## src/rtl/ticker_decoder.sv

```systemverilog
// ticker_decoder: receive-side decoder for the 40-bit scrolling ticker window.
// Recovers each newly shifted-in 5-bit code, maps it to a byte, queues it in a
// first-word-fall-through FIFO and flags message ends, bad shifts and bad codes.
// Optional feature macro: TICKER_DECODER_ASCII_EN (ASCII output map; raw codes
// when undefined).
module ticker_decoder #(
    parameter int unsigned DEPTH   = 8,
    parameter int unsigned GAP_LEN = 4
) (
    input  logic        sec_clock,
    input  logic        rst,
    input  logic [39:0] window,
    input  logic        char_ready,
    output logic        char_valid,
    output logic [7:0]  char_data,
    output logic        msg_done,
    output logic [7:0]  msg_len,
    output logic        shift_err,
    output logic        bad_code,
    output logic        overflow
);

    localparam int unsigned AW      = $clog2(DEPTH);
    localparam logic [3:0]  GAP_MAX = 4'(GAP_LEN);

    typedef enum logic {SEED, TRACK} state_t;

    state_t          state_q;
    logic [39:0]     prev_q;
    logic [3:0]      gap_q;
    logic [7:0]      run_len_q;
    logic            armed_q;
    logic [7:0]      msg_len_q;
    logic            msg_done_q;
    logic            shift_err_q;
    logic            bad_code_q;
    logic            overflow_q;
    logic [AW:0]     wr_ptr_q;
    logic [AW:0]     rd_ptr_q;
    logic [7:0]      mem_q [DEPTH];

    logic [4:0]      code;
    logic            is_hold;
    logic            is_shift;
    logic            fifo_empty;
    logic            fifo_full;
    logic            pop;
    logic            push_d;
    logic            quiet_d;
    logic            accept_d;
    logic            drop_d;
    logic            msg_done_d;
    logic [3:0]      gap_d;
    logic [7:0]      push_byte_d;

    assign code       = window[4:0];
    assign is_hold    = (window == prev_q);
    assign is_shift   = (window[39:5] == prev_q[34:0]) && !is_hold;
    assign fifo_empty = (wr_ptr_q == rd_ptr_q);
    assign fifo_full  = (wr_ptr_q[AW-1:0] == rd_ptr_q[AW-1:0]) &&
                        (wr_ptr_q[AW] != rd_ptr_q[AW]);
    assign pop        = char_valid && char_ready;

    assign char_valid = !fifo_empty;
    assign char_data  = fifo_empty ? 8'h00 : mem_q[rd_ptr_q[AW-1:0]];
    assign msg_done   = msg_done_q;
    assign msg_len    = msg_len_q;
    assign shift_err  = shift_err_q;
    assign bad_code   = bad_code_q;
    assign overflow   = overflow_q;

    // Classify the current window against the previous one and decide push/quiet.
    always_comb begin
        push_d      = 1'b0;
        quiet_d     = 1'b0;
        push_byte_d = 8'h00;
        if (state_q == TRACK) begin
            if (is_hold) begin
                quiet_d = 1'b1;
            end else if (is_shift) begin
                if (code != 5'd0) begin
                    push_d = 1'b1;
                end else begin
                    quiet_d = 1'b1;
                    push_d  = (gap_q == 4'd0) && armed_q;
                end
            end
        end
`ifdef TICKER_DECODER_ASCII_EN
        if (code == 5'd0)
            push_byte_d = 8'h20;
        else if (code <= 5'd26)
            push_byte_d = 8'h40 + {3'b000, code};
        else
            push_byte_d = 8'h3F;
`else
        push_byte_d = {3'b000, code};
`endif
        gap_d      = (gap_q == GAP_MAX) ? gap_q : gap_q + 4'd1;
        msg_done_d = quiet_d && armed_q && (gap_d == GAP_MAX);
        // A full FIFO still accepts when the head leaves on the same edge.
        accept_d   = push_d && (!fifo_full || pop);
        drop_d     = push_d && fifo_full && !pop;
    end

    // Control FSM, message tracking, FIFO pointers and registered flags.
    always_ff @(posedge sec_clock) begin
        if (rst) begin
            state_q     <= SEED;
            prev_q      <= '0;
            gap_q       <= '0;
            run_len_q   <= '0;
            armed_q     <= 1'b0;
            msg_len_q   <= '0;
            msg_done_q  <= 1'b0;
            shift_err_q <= 1'b0;
            bad_code_q  <= 1'b0;
            overflow_q  <= 1'b0;
            wr_ptr_q    <= '0;
            rd_ptr_q    <= '0;
        end else begin
            msg_done_q  <= 1'b0;
            shift_err_q <= 1'b0;
            bad_code_q  <= 1'b0;
            case (state_q)
                SEED: begin
                    prev_q  <= window;
                    state_q <= TRACK;
                end
                TRACK: begin
                    prev_q      <= window;
                    shift_err_q <= !is_hold && !is_shift;
                    bad_code_q  <= is_shift && (code >= 5'd27);
                    if (is_shift && code != 5'd0) begin
                        gap_q     <= '0;
                        armed_q   <= 1'b1;
                        run_len_q <= (run_len_q == 8'hFF) ? run_len_q : run_len_q + 8'd1;
                    end else if (quiet_d) begin
                        gap_q <= gap_d;
                    end
                    if (msg_done_d) begin
                        msg_done_q <= 1'b1;
                        msg_len_q  <= run_len_q;
                        run_len_q  <= '0;
                        armed_q    <= 1'b0;
                    end
                end
                default: state_q <= SEED;
            endcase
            if (accept_d)
                wr_ptr_q <= wr_ptr_q + 1'b1;
            if (pop)
                rd_ptr_q <= rd_ptr_q + 1'b1;
            if (drop_d)
                overflow_q <= 1'b1;
        end
    end

    // FIFO storage; contents need no reset since the pointers gate visibility.
    always_ff @(posedge sec_clock) begin
        if (!rst && accept_d)
            mem_q[wr_ptr_q[AW-1:0]] <= push_byte_d;
    end

endmodule

```

## config.mk

```make
export PLATFORM = sky130hd
export DESIGN_NAME = ticker_decoder
export DESIGN_NICKNAME = d
export VERILOG_FILES = /design/src/rtl/ticker_decoder.sv
export SDC_FILE = /design/constraint.sdc
export NUM_CORES = 1
export LEC_CHECK = 0
export BUFFER_PORTS_ARGS = -buffer_cell sky130_fd_sc_hd__buf_4
export CELL_PAD_IN_SITES_DETAIL_PLACEMENT = 1
export CELL_PAD_IN_SITES_GLOBAL_PLACEMENT = 1
export CORE_MARGIN = 2
export CORE_UTILIZATION = 46
export CTS_CLUSTER_DIAMETER = 150
export DETAILED_ROUTE_END_ITERATION = 10
export GPL_TIMING_DRIVEN = 0
export PLACE_DENSITY = 0.9
export SETUP_SLACK_MARGIN = 0.4
export SLEW_MARGIN = 20
export SYNTH_ARGS = -nofsm -noshare
export SYNTH_HDL_FRONTEND = slang
export SYNTH_SLANG_ARGS = --single-unit
```

## constraint.sdc

```tcl
create_clock -name sec_clock -period 3.7 [get_ports sec_clock]
set_input_delay 0.185 -clock sec_clock [delete_from_list [all_inputs] [get_ports sec_clock]]
set_output_delay 0.185 -clock sec_clock [all_outputs]
set_load 0.005 [all_outputs]
```

### Word-level counts from Yosys, hierarchy flattened

Memory sizes are Yosys's and may differ from the RTL's. A register that Yosys moved wholly into a read port is not among the register bits.
Cells that the tools add are included.

* memories: 1
* output and inout bits: 21
* bits in writable memories: 40
* bits in read-only memories: 0
* latch bits: 0
* logic and storage cells: 80
* bits of input ports: 43
* bits in registers: 74

* add/sub/neg operators: 4
* bitwise gates (word level): 1
* mux-type cells: 23
* $lt $le $gt $ge: 1
* multipliers: 0
* divide/modulo/power cells: 0
* reductions and logical operators: 29
* shifts and indexed selects: 0
* equal/unequal tests: 9

Memories
* mem_q: words 8, width 5, read ports 1, clocked after memory_dff 1, wr ports 1, line 40 `logic [7:0] mem_q [DEPTH];`

Operators by type and width (count)
* $eq 40x40->1: 1
* $eq 35x35->1: 1
* $mux 8: 4
* $mux 1: 14
* $logic_and 1x1->1: 13
* $add 4x1->4 const B: 3
* $mux 4: 3
* $add 8x1->8 const B: 1
* $eq 4x3->1 const B: 2
* $eq 8x8->1 const B: 1
* $logic_not 1->1: 6
* $mux 3: 2
* $reduce_and 2->1: 3
* $ge 5x5->1 const B: 1
* $reduce_bool 5->1: 1
* $eq 4x4->1: 1
* $logic_not 4->1: 1
* $reduce_bool 2->1: 2
* $eq 3x3->1: 1
* $reduce_and 3->1: 1
* $ne 2x2->1 const B: 1
* $reduce_or 2->1: 1
* $logic_or 1x1->1: 1
* $ne 1x1->1: 1
* $not 1->1: 1

### Logic depth before layout (Yosys ltp)

* depth after elaboration: 10
* mapped depth: 10
* mapped depth without buffers: 8

### Worst setup path after synthesis

OpenSTA, ideal clock, no wires.

* kind: register -> register
* start point: register prev_q[1]
* end point: memory mem_q[0][0] (netlist name), enable pin
* required time: 3.319 ns
* setup time: 0.381 ns
* clock period less this slack: 2.623 ns
* path slack: 1.077 ns
* data arrival time: 2.242 ns
* cell stages (with the launch flop): 8
* cells stage by stage: dfxtp_1 > xnor2_1 > nand4_1 > nor4_4 > nand3_4 > nor4b_4 > nand2b_1 > nor4_1

* word-level cells in the longest chain between the ends: 10
* elaborated cells on any way between the ends: 11
* classes of those cells: eq/ne: 2; mux: 5; reduce/logical: 4

RTL lines
* start: declaration: line 29 `logic [39:0] prev_q;`
* start signal: assignment: line 127 `prev_q <= window;`
* start signal: assignment: line 131 `prev_q <= window;`
* $eq 40x40->1: line 57 `assign is_hold = (window == prev_q);`
* $logic_not 1->1: line 58 `assign is_shift = (window[39:5] == prev_q[34:0]) && !is_hold;`
* $logic_and 1x1->1: line 58
* $mux 1: line 80 `end else if (is_shift) begin`
* $mux 1 *: line 78 `if (is_hold) begin`
* $mux 1 *: line 77 `if (state_q == TRACK) begin`
* $logic_and 1x1->1 *: line 102 `accept_d = push_d && (!fifo_full || pop);`
* $logic_and 1x1->1 *: line 161 `if (!rst && accept_d)`
* $mux 1 *: line 161
* $mux 1 (implied by the code) *: line 162 `mem_q[wr_ptr_q[AW-1:0]] <= push_byte_d;`
* end: declaration: line 40

Every way passes the cells marked *; elsewhere a longest branch is shown, timed or not.

### Worst setup path after layout

* start point: register prev_q[17]
* end point: memory mem_q[4][4] (netlist name), enable pin

Same word-level chain as after synthesis.

==> reports/metrics.cfg <==
[timing]
worst_slack_ns = 0.644
max_clock_freq_ghz = 0.327
final.setup.tns_ns = 0
worst-slew-pin-transition_ns = 0.886
relSlewSlack = 0.409
hold_viol = 0
finalSetupViolations = 0
rsz0062_at_grt = false
skew_ns = 0.00874
period_minus_slack_ns = 3.06
period_share = 0.826
maxSlewViolCount = 0

[clock_network]
clkTransAtPathRegs_ns = 0.06
cts_tree = yes
clkSinkCount = 117
clk_latency_ns = 0.41
cts_buffers = 17
h-tree-depth = 4
clock_path_buffers = 2
cts_setup_buffers = 0
cts-root-buf = clkbuf_16

[detailed_routing]
first_iter_violations = 222
viasPerCell = 5.62
wl_per_cell_um = 21.3
firstDrtPassIters = 4
vias = 3927
drc = 0
drtAntennaViolNets = 0
routed_wl_um = 14900

[placement]
place_hpwl_um = 9850
numPortBuffers = 60
gp_congestion = 0.846
pre_cts_slack_ns = 0.239
place_inst = 666

[grt]
grt_pass1_wl_um = 24000
grt_pass1_vias = 4416
grt_usage = 0.254
grt_max_degree = 17
antenna_found_initial = 0
gr-total-overflow = 0

[synth]
yosys-top-cells-area = dfxtp_1, edfxtp_1, xnor2_1
yosysWarnings = 0
synth_common_cells = xnor2_1, dfxtp_1, nor2b_1, edfxtp_1, nor2_1
synth-edff-count = 40
synth_ff_type = dfxtp_1
yosysTopAreaCell = dfxtp_1
ys_ff_latch = 117
synthArstFlopShare = 0
syn_area_per_cell_um2 = 11.4
netlist_area_um2 = 5260
synth_top_area_frac = 0.293
synth.most_common_cell = xnor2_1
ys_types = 46
ys_seq_area_frac = 0.522
synthesis.instances = 461

[floorplanning]
die_area_um2 = 12300
die_height_um = 111
core-area_um2 = 11300
rows = 39
chipWidth_um = 111
initial_core_util = 0.466
io_pins = 64

[power]
ir_drop_uv = 276
p_total_uw = 3290
power_density_nw_per_um2 = 504
p_leak_uw = 0.00227

[cells_and_area]
drive_above_1_share = 0.218
diodes = 0
multi_input_area_um2 = 2430
utilization = 0.580
register_area_um2 = 2740
areaGrowthSynthToFinish_pct = 24.4
finalNetCount = 591
fillers = 1201
final_cells = 699

[worst_setup_path]
cpPeakStageDelay_ns = 0.52
start_kind = flip-flop
crit_buf_inv = 0
end_kind = flip-flop
cp_data_arrival_time_ns = 3.10
crit_required_ns = 3.74
path_cells = xnor2_1, nand4_1, nor4_4, nand3_4, nor4b_4, nand2b_1, nor3_2
cp_max_fo = 8
path_class = flip-flop to flip-flop
crit_family = simple AND/OR/NAND/NOR gates
cp_slowest_cell = nor3_2

[job]
cap_violations = 0

[worst_hold_path]
min_path_type = input pin to flip-flop

[status]
status = complete, no violations

## cell families after synthesis
| family | Yosys count | share of synthesized area |
|---|---|---|
| other cells | 1 | 0.000714 |
| xor+xnor | 85 | 0.142 |
| simple gates | 170 | 0.187 |
| mux | 27 | 0.0755 |
| flops | 117 | 0.522 |
| compound gates | 29 | 0.0376 |
| fa+ha+maj | 5 | 0.0119 |
| buf+inv | 27 | 0.0233 |
## registers in the layout, indices dropped and copies added, names as in the netlist, named ones only
register / cells
mem_q: 40
prev_q: 40
msg_len: 8
run_len_q: 8
gap_q: 4
rd_ptr_q: 4
wr_ptr_q: 4
armed_q: 1
bad_code: 1
msg_done: 1
overflow: 1
shift_err: 1
state_q: 1
## power by group
| group | leakage (uW) | internal (uW) | switching [uW] |
|---|---|---|---|
| logic | 0.00100 | 107 | 129 |
| registers | 0.000991 | 1350 | 22.0 |
| clock network | 0.000282 | 1060 | 619 |
| total | 0.00227 | 2520 | 771 |
## area by class of cell
class,count,share of cell area
clock buffers,17,0.0651
repair buffers,61,0.0705
multi-input cells,319,0.372
clock inverters,15,0.0270
flip-flops and latches,117,0.420
plain buffers,19,0.0142
inverters,8,0.00460
well taps,143,0.0274
## per-stage QoR
step	area [um2]	hold WS, ns
after floorplan	5260	0.265
after global placement	5890	0.411
after detailed placement	5890	0.412
after CTS	6520	0.00983
after global routing	6540	0.0272
final	6540	0.0199
## final timing paths
path | slack (ns) | cells past startpoint | to | from
worst max-delay path | 0.64 | 7 | mem_q[4][4]$_DFFE_PP_ | prev_q[17]$_SDFF_PP0_
worst min-delay path | 0.02 | 2 | prev_q[32]$_SDFF_PP0_ | window[32]
worst max register to register | 0.64 | 7 | mem_q[4][4]$_DFFE_PP_ | prev_q[17]$_SDFF_PP0_
worst min register to register | 0.51 | 2 | msg_len[5]$_SDFFE_PP0P_ | msg_len[5]$_SDFFE_PP0P_
## per-layer routing
metal / track usage / part of all wire
met1: 0.286 / 0.40
met2: 0.449 / 0.53
met3: 0.0629 / 0.039
met4: 0.121 / 0.036
met5: 0 / 0
## what timing repair did
item                                   4_1_cts  5_1_grt
endpoints found under the hold margin        1        0
setup endpoints to repair                   10       15
pin swaps                                    0        0
gates resized for setup                      2        3
hold buffers                                 1        0
## placed cells by master (no fill, tap or decap), types with 4 or more instances in the layout
cell,count
nor2_1,39
edfxtp_1,40
ha_1,5
clkbuf_16,17
nand4_1,32
nor4_1,6
nor2b_1,44
and3_1,4
inv_1,8
mux2i_1,16
or3_1,5
dfxtp_1,77
clkinvlp_4,4
clkbuf_1,11
o21ai_0,7
buf_4,63
xnor2_1,82
a21oi_1,7
inv_6,5
nand2_1,6
mux4_2,10
nand3_1,13
No activity file was read; power rests on OpenSTA's default activity.
